`src/rtl/paddle_move_controller.sv`:
```
// rtl/paddle_move_controller.sv - paddle position owner: button sync, move tick, player/CPU arbitration, clamping
// One paddle's centre row, moved at most one row per tick by the player or by a ball-tracking CPU.
module paddle_move_controller #(
    parameter int DISP_ROWS  = 600,
    parameter int ROW_MIN    = 25,
    parameter int ROW_MAX    = 579,
    parameter int TICK_DIV   = 50000,
    parameter int IDLE_TICKS = 2000,
    parameter int DEADBAND   = 4
) (
    input  logic        clk,
    input  logic        rst_n,
    input  logic        enable,
    input  logic        recenter,
    input  logic        move_up_control,
    input  logic        move_down_control,
    input  logic [11:0] ball_row,
    output logic [11:0] paddle_center_row,
    output logic        cpu_active,
    output logic        move_tick
);

    localparam int CW = (TICK_DIV > 2) ? $clog2(TICK_DIV) : 1;
    localparam int IW = (IDLE_TICKS > 1) ? $clog2(IDLE_TICKS + 1) : 1;

    localparam logic [CW-1:0] TICK_LAST  = CW'(TICK_DIV - 1);
    localparam logic [IW-1:0] IDLE_LAST  = IW'(IDLE_TICKS - 1);
    localparam logic [11:0]   ROW_CENTER = 12'(DISP_ROWS / 2);
    localparam logic [12:0]   MIN13      = 13'(ROW_MIN);
    localparam logic [12:0]   MAX13      = 13'(ROW_MAX);
    localparam logic [12:0]   DB13       = 13'(DEADBAND);

    typedef enum logic {
        ST_PLAYER = 1'b0,
        ST_CPU    = 1'b1
    } state_t;

    logic          up_meta_q, up_s_q;
    logic          dn_meta_q, dn_s_q;
    logic [CW-1:0] tick_cnt_q, tick_cnt_d;
    logic [IW-1:0] idle_cnt_q;
    logic [11:0]   row_q, row_d;
    state_t        state_q;
    logic          cpu_active_q;

    logic          tick_fire;
    logic          any_btn;
    logic          player_rule;
    logic          want_up, want_dn;
    logic [12:0]   row13, ball13;

    always_ff @(posedge clk) begin
        if (!rst_n) begin
            up_meta_q <= 1'b0;
            up_s_q    <= 1'b0;
            dn_meta_q <= 1'b0;
            dn_s_q    <= 1'b0;
        end else begin
            up_meta_q <= move_up_control;
            up_s_q    <= up_meta_q;
            dn_meta_q <= move_down_control;
            dn_s_q    <= dn_meta_q;
        end
    end

    assign move_tick   = enable && (tick_cnt_q == TICK_LAST);
    // A recenter consumes a coincident tick: no move and no idle bookkeeping on it.
    assign tick_fire   = move_tick && !recenter;
    assign any_btn     = up_s_q | dn_s_q;
    // A button press in CPU state already drives this cycle's tick by the player rule.
    assign player_rule = (state_q == ST_PLAYER) || any_btn;
    assign row13       = {1'b0, row_q};
    assign ball13      = {1'b0, ball_row};

    always_comb begin
        want_up = 1'b0;
        want_dn = 1'b0;
        if (player_rule) begin
            want_up = up_s_q & ~dn_s_q;
            want_dn = dn_s_q & ~up_s_q;
        end else begin
            want_up = (ball13 + DB13) < row13;
            want_dn = ball13 > (row13 + DB13);
        end
    end

    always_comb begin
        row_d = row_q;
        if (recenter) begin
            row_d = ROW_CENTER;
        end else if (tick_fire) begin
            // Out-of-range rows only come from odd parameters; walk them back in.
            if (row13 < MIN13) begin
                row_d = row_q + 12'd1;
            end else if (row13 > MAX13) begin
                row_d = row_q - 12'd1;
            end else if (want_up && (row13 > MIN13)) begin
                row_d = row_q - 12'd1;
            end else if (want_dn && (row13 < MAX13)) begin
                row_d = row_q + 12'd1;
            end
        end
    end

    always_comb begin
        tick_cnt_d = tick_cnt_q;
        if (recenter) begin
            tick_cnt_d = '0;
        end else if (enable) begin
            tick_cnt_d = (tick_cnt_q == TICK_LAST) ? '0 : tick_cnt_q + CW'(1);
        end
    end

    always_ff @(posedge clk) begin
        if (!rst_n) begin
            row_q      <= ROW_CENTER;
            tick_cnt_q <= '0;
        end else begin
            row_q      <= row_d;
            tick_cnt_q <= tick_cnt_d;
        end
    end

    always_ff @(posedge clk) begin
        if (!rst_n) begin
            state_q      <= ST_PLAYER;
            idle_cnt_q   <= '0;
            cpu_active_q <= 1'b0;
        end else if (enable && !recenter) begin
            case (state_q)
                ST_PLAYER: begin
                    if (tick_fire) begin
                        if (any_btn) begin
                            idle_cnt_q <= '0;
                        end else if (idle_cnt_q == IDLE_LAST) begin
                            state_q      <= ST_CPU;
                            cpu_active_q <= 1'b1;
                            idle_cnt_q   <= '0;
                        end else begin
                            idle_cnt_q <= idle_cnt_q + IW'(1);
                        end
                    end
                end
                ST_CPU: begin
                    if (any_btn) begin
                        state_q      <= ST_PLAYER;
                        cpu_active_q <= 1'b0;
                        idle_cnt_q   <= '0;
                    end
                end
                default: begin
                    state_q      <= ST_PLAYER;
                    cpu_active_q <= 1'b0;
                    idle_cnt_q   <= '0;
                end
            endcase
        end
    end

    assign paddle_center_row = row_q;
    assign cpu_active        = cpu_active_q;

endmodule

```
`config.mk`:
```
export PLATFORM = sky130hd
export DESIGN_NAME = paddle_move_controller
export DESIGN_NICKNAME = d
export VERILOG_FILES = /design/src/rtl/paddle_move_controller.sv
export SDC_FILE = /design/constraint.sdc
export NUM_CORES = 1
export LEC_CHECK = 0
export ABC_AREA = 1
export BUFFER_PORTS_ARGS = -buffer_cell sky130_fd_sc_hd__buf_2
export CORE_ASPECT_RATIO = 2
export CORE_MARGIN = 2
export CORE_UTILIZATION = 61
export CTS_CLUSTER_SIZE = 16
export DETAILED_ROUTE_END_ITERATION = 10
export HOLD_SLACK_MARGIN = 0.03
export PLACE_DENSITY = 0.88
export SLEW_MARGIN = 20
export SYNTH_ARGS = -nofsm -noshare
export SYNTH_HDL_FRONTEND = slang
export SYNTH_SLANG_ARGS = --single-unit
```
`constraint.sdc`:
```
create_clock -name clk -period 2.94 [get_ports clk]
set_input_delay 0.441 -clock clk [delete_from_list [all_inputs] [get_ports clk]]
set_output_delay 0.441 -clock clk [all_outputs]
set_load 0.05 [all_outputs]
```
==> results.cfg, run 1 <==
[clock_tree]
tritoncts = done
cts_buffers = 5
h-tree-depth = 2
clk_latency_ns = 0.29
clockBufferDepth = 2
cts_root_buffer = clkbuf_16
clk_pin_slew_worst_paths_ns = 0.06
clock-sinks = 45

[sta]
finalHoldViolCount = 0
worst_slew_pin_slew_ns = 0.386
slew_viol_final = 0
fmax_mhz = 368
setup_viol = 0
finalCritPeriodShare_pct = 92.4
max-slew-margin-rel_pct = 74.1
fin_skew_ns = 0.00654
period_needed_ns = 2.72
timing.hold.ws_ns = 0.327

[min_path]
hold_start = move_up_control
min_path_cells = 3
hp-class = primary input to register
hold_end = up_meta_q

[die]
row_count = 40
pin_count = 32
die_y_um = 114
coreArea_um2 = 5960
die_x_um = 59.1
dieArea_um2 = 6750
initial_utilization_pct = 62.2

[finish]
drive_gt1_share_pct = 13.4
ff_latch_area_um2 = 905
fillers = 518
diodes = 0
nets = 668
final_core_utilization_pct = 70.5
multi_input_comb_area_um2 = 2470
area_delta_synth_final_pct = 13.3

[route]
drt-initial-drc-count = 228
ant_nets = 0
drt-vias-per-instance = 5.64
wl_per_cell_um = 13.7
vias = 3849
route.detailed.drc = 0
drtPass1Iterations = 5
drt-total-wl_mm = 9.37

[critical_path]
worst-path-max-fanout = 19
path_buf_inv = 1
cp-start-kind = register
arrival_ns = 2.90
worstReg2RegEnd = paddle_center_row[4]
slowest_delay_ns = 0.51
crit_cells = 17
crit_top_cell = nand2_1
path_cells = inv_1 -> nor3_1 -> nand2_1 -> xor2_1 -> ha_1 -> and3_2 -> and2_1 -> nand2_1 -> nand2_1 -> nand2_1 -> nand2_1 -> nand2_2 -> nand2_8 -> nand2_2 -> nand2_1 -> nand2_1 -> nor2_1
crit_family = simple AND/OR/NAND/NOR gates
rrSetupSlack_ns = 0.22
worstRegToRegCells = 17
reg2reg_from = paddle_center_row[8]
slowest_stage = dfxtp_1
path_class = register to register
endpoint_kind = register
cp_data_required_time_ns = 3.13

[global_routing]
grt_pass1_vias = 3694
grt_pass1_wl_mm = 15.6
grt_max_degree = 20
grt.total_usage_pct = 29.7
grt_antenna_before_repair = 0
grt_overflow_total = 0

[synth]
ys_ff_latch = 45
syn_area_per_cell_um2 = 6.47
yosys-top-cells-area = dfxtp_1 (24%), nand2_1 (13%), ha_1 (11%)
yosys_warnings = 0
synth.net_count = 623
netlist_instances = 573
ys_seq_area_share_pct = 24.3
synth-main-ff-cell = dfxtp_1
synth_edf_count = 0
ys_types = 39
netlist.area_leader.share_pct = 24.3
yosysTopAreaCell = dfxtp_1
syn_area_um2 = 3710
synthArstFlopShare_pct = 0

[pwr]
p_switching_mw = 0.322
clockPowerShare_pct = 46.8
power_density_nw_per_um2 = 335
pwr-share-comb_pct = 9.5
pwr-share-seq_pct = 43.7
p_sw_share_pct = 22.8
ir_drop_v = 0.000547
power_mw = 1.41
internal_power_mw = 1.09
p_leak_nw = 1.87

[placement]
dp_hpwl_mm = 7.52
port_buffers = 31
globalplace.congestion = 0.951

[flow_run]
cap_viol_max_count = 0

[outcome]
status = complete, no violations
-- worst reg2reg max path, cell delays in order (launching register included) --
cell	delay (ns)
dfxtp_1	0.51
inv_1	0.17
nor3_1	0.29
nand2_1	0.18
xor2_1	0.18
ha_1	0.26
and3_2	0.18
and2_1	0.15
nand2_1	0.05
nand2_1	0.05
nand2_1	0.05
nand2_1	0.06
nand2_2	0.11
nand2_8	0.11
nand2_2	0.13
nand2_1	0.07
nand2_1	0.06
nor2_1	0.03
-- logic make-up (layout without fill, tap and decap cells) --
| logic type | count (synthesis) | count (layout) | synth area share [%] |
|---|---|---|---|
| simple gates | 316 | 316 | 38.7 |
| buf+inv | 87 | 133 | 9.66 |
| compound gates | 59 | 59 | 8.47 |
| flops | 45 | 45 | 24.3 |
| xor+xnor | 34 | 34 | 8.04 |
| fa+ha+maj | 32 | 32 | 10.8 |
-- timing repair --
item,CTS,global route
setup endpoints to repair,0,12
hold buffers,0,0
gates resized for setup,0,6
hold endpoints to repair,0,0
setup buffers,0,0
-- placed cells by master, fill, tap and decap left out, types with 7 or more instances in the layout --
cell type    n
nand2_1    133
inv_1       72
nor2_1      71
nand3_1     47
dfxtp_1     42
a21oi_1     35
ha_1        32
buf_2       31
xor2_1      27
nor3_1      19
buf_4       17
nand4_1     16
o21ai_0     16
xnor2_1      7
-- how the worst max path moves through the flow --
stage / from / endpoint / slack [ns]
floorplan: paddle_center_row[3] / paddle_center_row[0] / 0.04
global placement: ball_row[2] / paddle_center_row[4] / 0.16
detailed placement: ball_row[2] / paddle_center_row[4] / 0.06
CTS: paddle_center_row[3] / paddle_center_row[4] / 0.17
global route: paddle_center_row[3] / paddle_center_row[4] / -0.03
finish: paddle_center_row[8] / paddle_center_row[4] / 0.22
-- sequential cells by signal (all words and copies together), names as in the netlist --
register	cells
cpu_active	1
idle_cnt_q	11
dn_meta_q	1
up_s_q	1
tick_cnt_q	16
dn_s_q	1
up_meta_q	1
state_q	1
paddle_center_row	12
-- cell type report --
cell class                      instances  area share, %
Clock inverter                          2          0.894
Multi-Input combinational cell        441           58.8
Sequential cell                        45           21.5
Inverter                               77           6.88
Timing Repair Buffer                   48           6.73
Tap cell                               63           1.88
Clock buffer                            6           3.31
-- cells in the mapped netlist, drive strengths merged, types with 2 or more instances --
library cell	number
ha	32
nor4	6
and3	2
a21oi	36
nand3	47
clkbuf	2
dfxtp	45
inv	77
o21ai	18
nand3b	3
nand2	140
xor2	27
buf	8
nor2	75
xnor2	7
nor3b	3
nand4	17
nor3	21
-- per-layer routing --
| metal | track usage, % | share of wire (%) | vias up |
|---|---|---|---|
| li1 | - | - | 1956 |
| met1 | 27.1 | 34 | 1753 |
| met2 | 56.6 | 56 | 94 |
| met3 | 4.63 | 3.1 | 46 |
| met4 | 19.2 | 6.7 | 0 |
| met5 | 0 | 0 | - |
-- per-stage QoR --
stage	TNS [ns]	std cells	worst slack [ns]	cell area (um^2)
after floorplan	0	573	0.0422	3710
after global placement	0	674	0.160	4000
after detailed placement	0	674	0.0612	4000
after CTS	0	682	0.174	4180
after global routing	-0.0273	682	-0.0273	4200
final	0	682	0.224	4200
-- power by group through the flow --
| stage | clock, mW | combinational, mW | sequential (mW) |
|---|---|---|---|
| 5_1_grt | 0.684 | 0.155 | 0.616 |
| 3_5_place_dp | 0 | 0.131 | 0.629 |
| 3_3_place_gp | 0 | 0.126 | 0.629 |
| 4_1_cts | 0.668 | 0.132 | 0.616 |
| 2_1_floorplan | 0 | 0.0873 | 0.629 |
| 6_report | 0.659 | 0.134 | 0.616 |
No activity file was read; power rests on OpenSTA's default activity.
==> run 2, diff against run 1 <==
BUFFER_PORTS_ARGS = not set   (was -buffer_cell sky130_fd_sc_hd__buf_2)
CELL_PAD_IN_SITES_DETAIL_PLACEMENT = 1   (was not set)
CELL_PAD_IN_SITES_GLOBAL_PLACEMENT = 2   (was not set)
CORE_UTILIZATION = 32   (was 61)
DONT_BUFFER_PORTS = 1   (was not set)
PLACE_DENSITY = 0.84   (was 0.88)
clock period = 2.4 ns   (was 2.94 ns; I/O delays follow)
==> run 2 against run 1 <==
  * The flow now finishes with violations (setup timing)
  * Cell count grew 13%
  * Setup slack lost 0.32 ns
  * Maximum frequency up 8.8%
  * Register-to-register slack worse by 0.32 ns
  * Clock skew fell by 0.0030 ns
  * Sequential power is 21% higher
  * Critical endpoint unchanged
  * Critical path type unchanged
  * Routed wire length rose by 35%
  * Worst hold slack lost 0.16 ns
==> results.cfg, run 2 (synthesis gave the netlist of run 1 again) <==
[finish]
fin_area_um2 = 4660
largest_reg_flops = 16
area_delta_synth_final_pct = 25.7
nets = 677
final_common_cell = nand2_1
mostFrequentLayoutCells = nand2_1 (120), inv_1 (70), nor2_1 (70), buf_4 (50), nand3_1 (43)
top_register = tick_cnt_q
diodes = 0
drive_gt1_share_pct = 20.2

[clock_tree]
tritoncts = done
cts_buffers = 5
cts_root_buffer = clkbuf_16
clk_latency_ns = 0.29
clk_pin_slew_worst_paths_ns = 0.06
clock-sinks = 45
clockBufferDepth = 2
h-tree-depth = 2

[pwr]
ir_drop_v = 0.000436
power_density_nw_per_um2 = 351
p_leak_nw = 1.98
power_mw = 1.64

[sta]
setup_viol = 12
max-slew-margin-rel_pct = 65.7
finalHoldViolCount = 0
timing.hold.ws_ns = 0.164
setup_ws_ns = -0.0949
fin_tns_setup_ns = -0.649
fin_skew_ns = 0.00355
fmax_mhz = 401
rsz0062_at_grt = true
worst_slew_pin_slew_ns = 0.514
slew_viol_final = 0
finalCritPeriodShare_pct = 104
period_needed_ns = 2.49

[route]
wl_met2_mm = 7.84
drt-vias-per-instance = 5.09
drt-initial-drc-count = 149
wl_met3_um = 294
wl_met1_mm = 4.10
vias = 3921
wl_per_cell_um = 16.5
route.detailed.drc = 0
ant_nets = 0
drt-total-wl_mm = 12.7
drtPass1Iterations = 4
routed.top_layer = met4

[min_path]
hp-class = primary input to register

[placement]
port_buffers = 0
globalplace.congestion = 0.873
post_dp_cell_area_um2 = 4290
dp_hpwl_mm = 10.3

[critical_path]
path_buf_inv = 1
slowest_delay_ns = 0.38
endpoint_kind = register
arrival_ns = 2.72
crit_family = simple AND/OR/NAND/NOR gates
path_class = register to register
rrSetupSlack_ns = -0.09
crit_top_cell = nand2_2
worst-path-max-fanout = 6
slowest_stage = dfxtp_4
cp_data_required_time_ns = 2.62
cp-start-kind = register
path_cells = ha_4 -> nand2_4 -> nor2_4 -> buf_6 -> nand2_2 -> xor2_1 -> ha_1 -> and3_4 -> and2_4 -> nand2_2 -> nand2_2 -> nand2_2 -> nand2_4 -> nand2_8 -> nand2_8 -> nand2_8 -> nand2_2 -> nand2_1 -> nor2_1

[die]
die_y_um = 156
pin_count = 32
row_count = 55
coreArea_um2 = 11300
die_x_um = 80.1
dieArea_um2 = 12500
initial_utilization_pct = 32.8

[outcome]
violations = setup timing
status = finished, violations left

[global_routing]
grt.total_usage_pct = 21.0
grt_max_degree = 15
grt_pass1_vias = 4303
grt_pass1_wl_mm = 20.4
grt_antenna_before_repair = 0
grt_overflow_total = 0

[flow_run]
cap_viol_max_count = 0
==> run 2: repair_timing <==
| item | CTS | global route |
|---|---|---|
| gates cloned | 2 | 1 |
| gates resized for setup | 17 | 14 |
| setup endpoints to repair | 12 | 12 |
| pin swaps | 19 | 11 |
| setup buffers | 3 | 2 |
| hold buffers | 0 | 0 |
==> run 2: layout make-up <==
cell class | count | area [um^2]
clock buffers | 6 | 139
clock inverters | 2 | 13.8
fillers | 1463 | 6630
inverters | 77 | 292
multi-input cells | 444 | 2670
flip-flops and latches | 45 | 935
well taps | 142 | 178
repair buffers | 54 | 429
==> run 2: where the power goes <==
part           switching [mW]  internal, mW  total, mW  leakage [nW]
Clock                   0.306         0.415      0.721        0.0768
Sequential            0.00294         0.741      0.744         0.367
Combinational           0.105        0.0671      0.172          1.54
==> run 2: path summary, 6_finish.rpt <==
check                                          start                   end  cells past startpoint
worst max-delay path            paddle_center_row[3]  paddle_center_row[4]                     19
worst min-delay path                           rst_n                dn_s_q                      2
worst max register to register  paddle_center_row[3]  paddle_center_row[4]                     19
worst min register to register             dn_meta_q                dn_s_q                      2
==> run 2: worst register-to-register path: cells and delay by family, from the launching register on <==
family	cells	cell delay (ns)
simple gates	15	1.32
fa+ha+maj	2	0.45
flops	1	0.38
xor+xnor	1	0.15
buf+inv	1	0.13
==> run 2: layer usage <==
metal	GRT usage [%]	vias up
met2	46.3	60
met4	7.51	0
met5	0	-
li1	-	1965
met3	2.43	25
met1	17.6	1871
==> run 2: stage by stage <==
stage / util, % / worst slack (ns) / instances
floorplan: - / -0.00858 / 573
global placement: 38.0 / -0.262 / 754
global route: 41.3 / -0.244 / 770
finish: 41.3 / -0.0949 / 770
detailed placement: 38.0 / -0.342 / 754
CTS: 40.5 / -0.116 / 767
==> run 3, diff against run 2 <==
CTS_BUF_LIST = sky130_fd_sc_hd__clkbuf_16   (was not set)
MAX_ROUTING_LAYER = met4   (was not set)
SKIP_LAST_GASP = 1   (was not set)
==> run 3 against run 2 <==
  * The flow still finishes with violations (setup timing)
  * Total power fell by 2.1%
  * Maximum frequency fell by 0.22%
  * Worst hold slack barely moved
  * Clock power fell by 4.7%
  * Highest routed layer unchanged
==> results.cfg, run 3 (synthesis gave the netlist of run 1 again) <==
[outcome]
status = finished, violations left
violations = setup timing

[placement]
dp_hpwl_mm = 10.3
port_buffers = 0
dp_slack_ns = -0.342
globalplace.congestion = 0.887

[sta]
max-slew-margin-rel_pct = 65.3
fin_skew_ns = 0.00313
finalCritPeriodShare_pct = 104
rsz0062_at_grt = true
slew_viol_final = 0
finalHoldViolCount = 0
worst_slew_pin_slew_ns = 0.520
setup_viol = 12
setup_ws_ns = -0.100
fmax_mhz = 400
period_needed_ns = 2.50

[route]
route.detailed.drc = 0
drt-vias-per-instance = 5.08
drt-initial-drc-count = 113
drtPass1Iterations = 4
routed.top_layer = met4
ant_nets = 0
wl_met2_mm = 7.77
drt-total-wl_mm = 12.7
wl_met3_um = 296
wl_per_cell_um = 16.5
wl_met1_mm = 4.12
vias = 3914

[die]
coreArea_um2 = 11300
pin_count = 32
die_y_um = 156
initial_utilization_pct = 32.8
die_x_um = 80.1
dieArea_um2 = 12500
row_count = 55

[pwr]
power_density_nw_per_um2 = 345
p_leak_nw = 1.98
ir_drop_v = 0.000543
power_mw = 1.60

[finish]
largest_reg_flops = 16
ff_latch_area_um2 = 935
multi_input_comb_area_um2 = 2670
nets = 677
area_delta_synth_final_pct = 25.5
top_register = tick_cnt_q
mostFrequentLayoutCells = nand2_1 (121), inv_1 (70), nor2_1 (70), buf_4 (50), nand3_1 (42)
drive_gt1_share_pct = 20.1
fillers = 1466
diodes = 0
final_common_cell = nand2_1

[global_routing]
grt.total_usage_pct = 21.6
grt_pass1_wl_mm = 20.5
grt_overflow_total = 0
grt_max_degree = 15
grt_antenna_before_repair = 0
grt_pass1_vias = 4305

[clock_tree]
clockBufferDepth = 2
cts_buffers = 5
clk_pin_slew_worst_paths_ns = 0.06
h-tree-depth = 2
tritoncts = done
clk_latency_ns = 0.29
cts_hold_repair.buffers = 0
clock-sinks = 45
cts_root_buffer = clkbuf_16

[min_path]
hp-class = primary input to register

[critical_path]
arrival_ns = 2.72
cp-start-kind = register
worst-path-max-fanout = 6
cp_data_required_time_ns = 2.62
rrSetupSlack_ns = -0.10
endpoint_kind = register
path_class = register to register

[flow_run]
cap_viol_max_count = 0
## run 3: cell types whose count changed in the layout (fill, tap and decap cells not counted)
cell      delta
nand2_1      +1
nand2_2      -1
clkbuf_8     -1
clkinv_1     +1
nand3_1      -1
nand3_2      +1
## run 3: power by group
group | switching [mW] | total [mW] | leakage [nW] | internal [mW]
clock | 0.304 | 0.687 | 0.0712 | 0.383
combinational | 0.105 | 0.172 | 1.54 | 0.0671
sequential | 0.00295 | 0.744 | 0.367 | 0.741
total | 0.412 | 1.60 | 1.98 | 1.19
## run 3: repair_timing
action	CTS	global route
pin swaps	19	12
buffers inserted	3	2
gates cloned	2	1
endpoints found under the hold margin	0	0
endpoints found under the setup margin	12	12
gates resized for setup	16	15
## run 3: path summary, 6_finish.rpt
kind | startpoint | endpoint | cells past startpoint
hold / removal | rst_n | dn_s_q | 2
setup reg to reg | paddle_center_row[3] | paddle_center_row[4] | 19
hold reg to reg | dn_meta_q | dn_s_q | 2
setup / recovery | paddle_center_row[3] | paddle_center_row[4] | 19
## run 3: per-layer routing
layer | global-route usage [%] | vias to the layer above
met1 | 17.7 | 1866
met5 | - | -
met3 | 2.49 | 29
met2 | 46.0 | 53
met4 | 7.67 | 0
li1 | - | 1966
## run 3: critical path, stage by stage, from the launching register on
cell     delay [ns]
dfxtp_4        0.38
ha_4           0.15
nand2_4        0.06
nor2_4         0.15
buf_6          0.13
nand2_2        0.05
xor2_1         0.15
ha_1           0.30
and3_4         0.20
and2_4         0.14
nand2_2        0.04
nand2_2        0.05
nand2_2        0.06
nand2_4        0.07
nand2_8        0.09
nand2_8        0.12
nand2_8        0.07
nand2_1        0.07
nand2_1        0.05
nor2_1         0.09
## run 3: cell type report
class,count,area share [%]
Clock buffer,5,2.69
Sequential cell,45,20.1
Timing Repair Buffer,54,9.23
Multi-Input combinational cell,444,57.5
Inverter,77,6.27
Tap cell,142,3.82
Clock inverter,3,0.377
## run 3: metrics by stage
stage | TNS [ns] | utilization [%] | hold slack, ns | instance area, um^2 | cells
after floorplan | -0.0164 | - | 0.390 | 3820 | 573
after global placement | -2.48 | 38.0 | 0.401 | 4290 | 754
after detailed placement | -3.19 | 38.0 | 0.410 | 4290 | 754
after CTS | -0.971 | 40.3 | 0.163 | 4550 | 767
after global routing | -2.45 | 41.2 | 0.177 | 4650 | 770
final | -0.637 | 41.2 | 0.164 | 4650 | 770
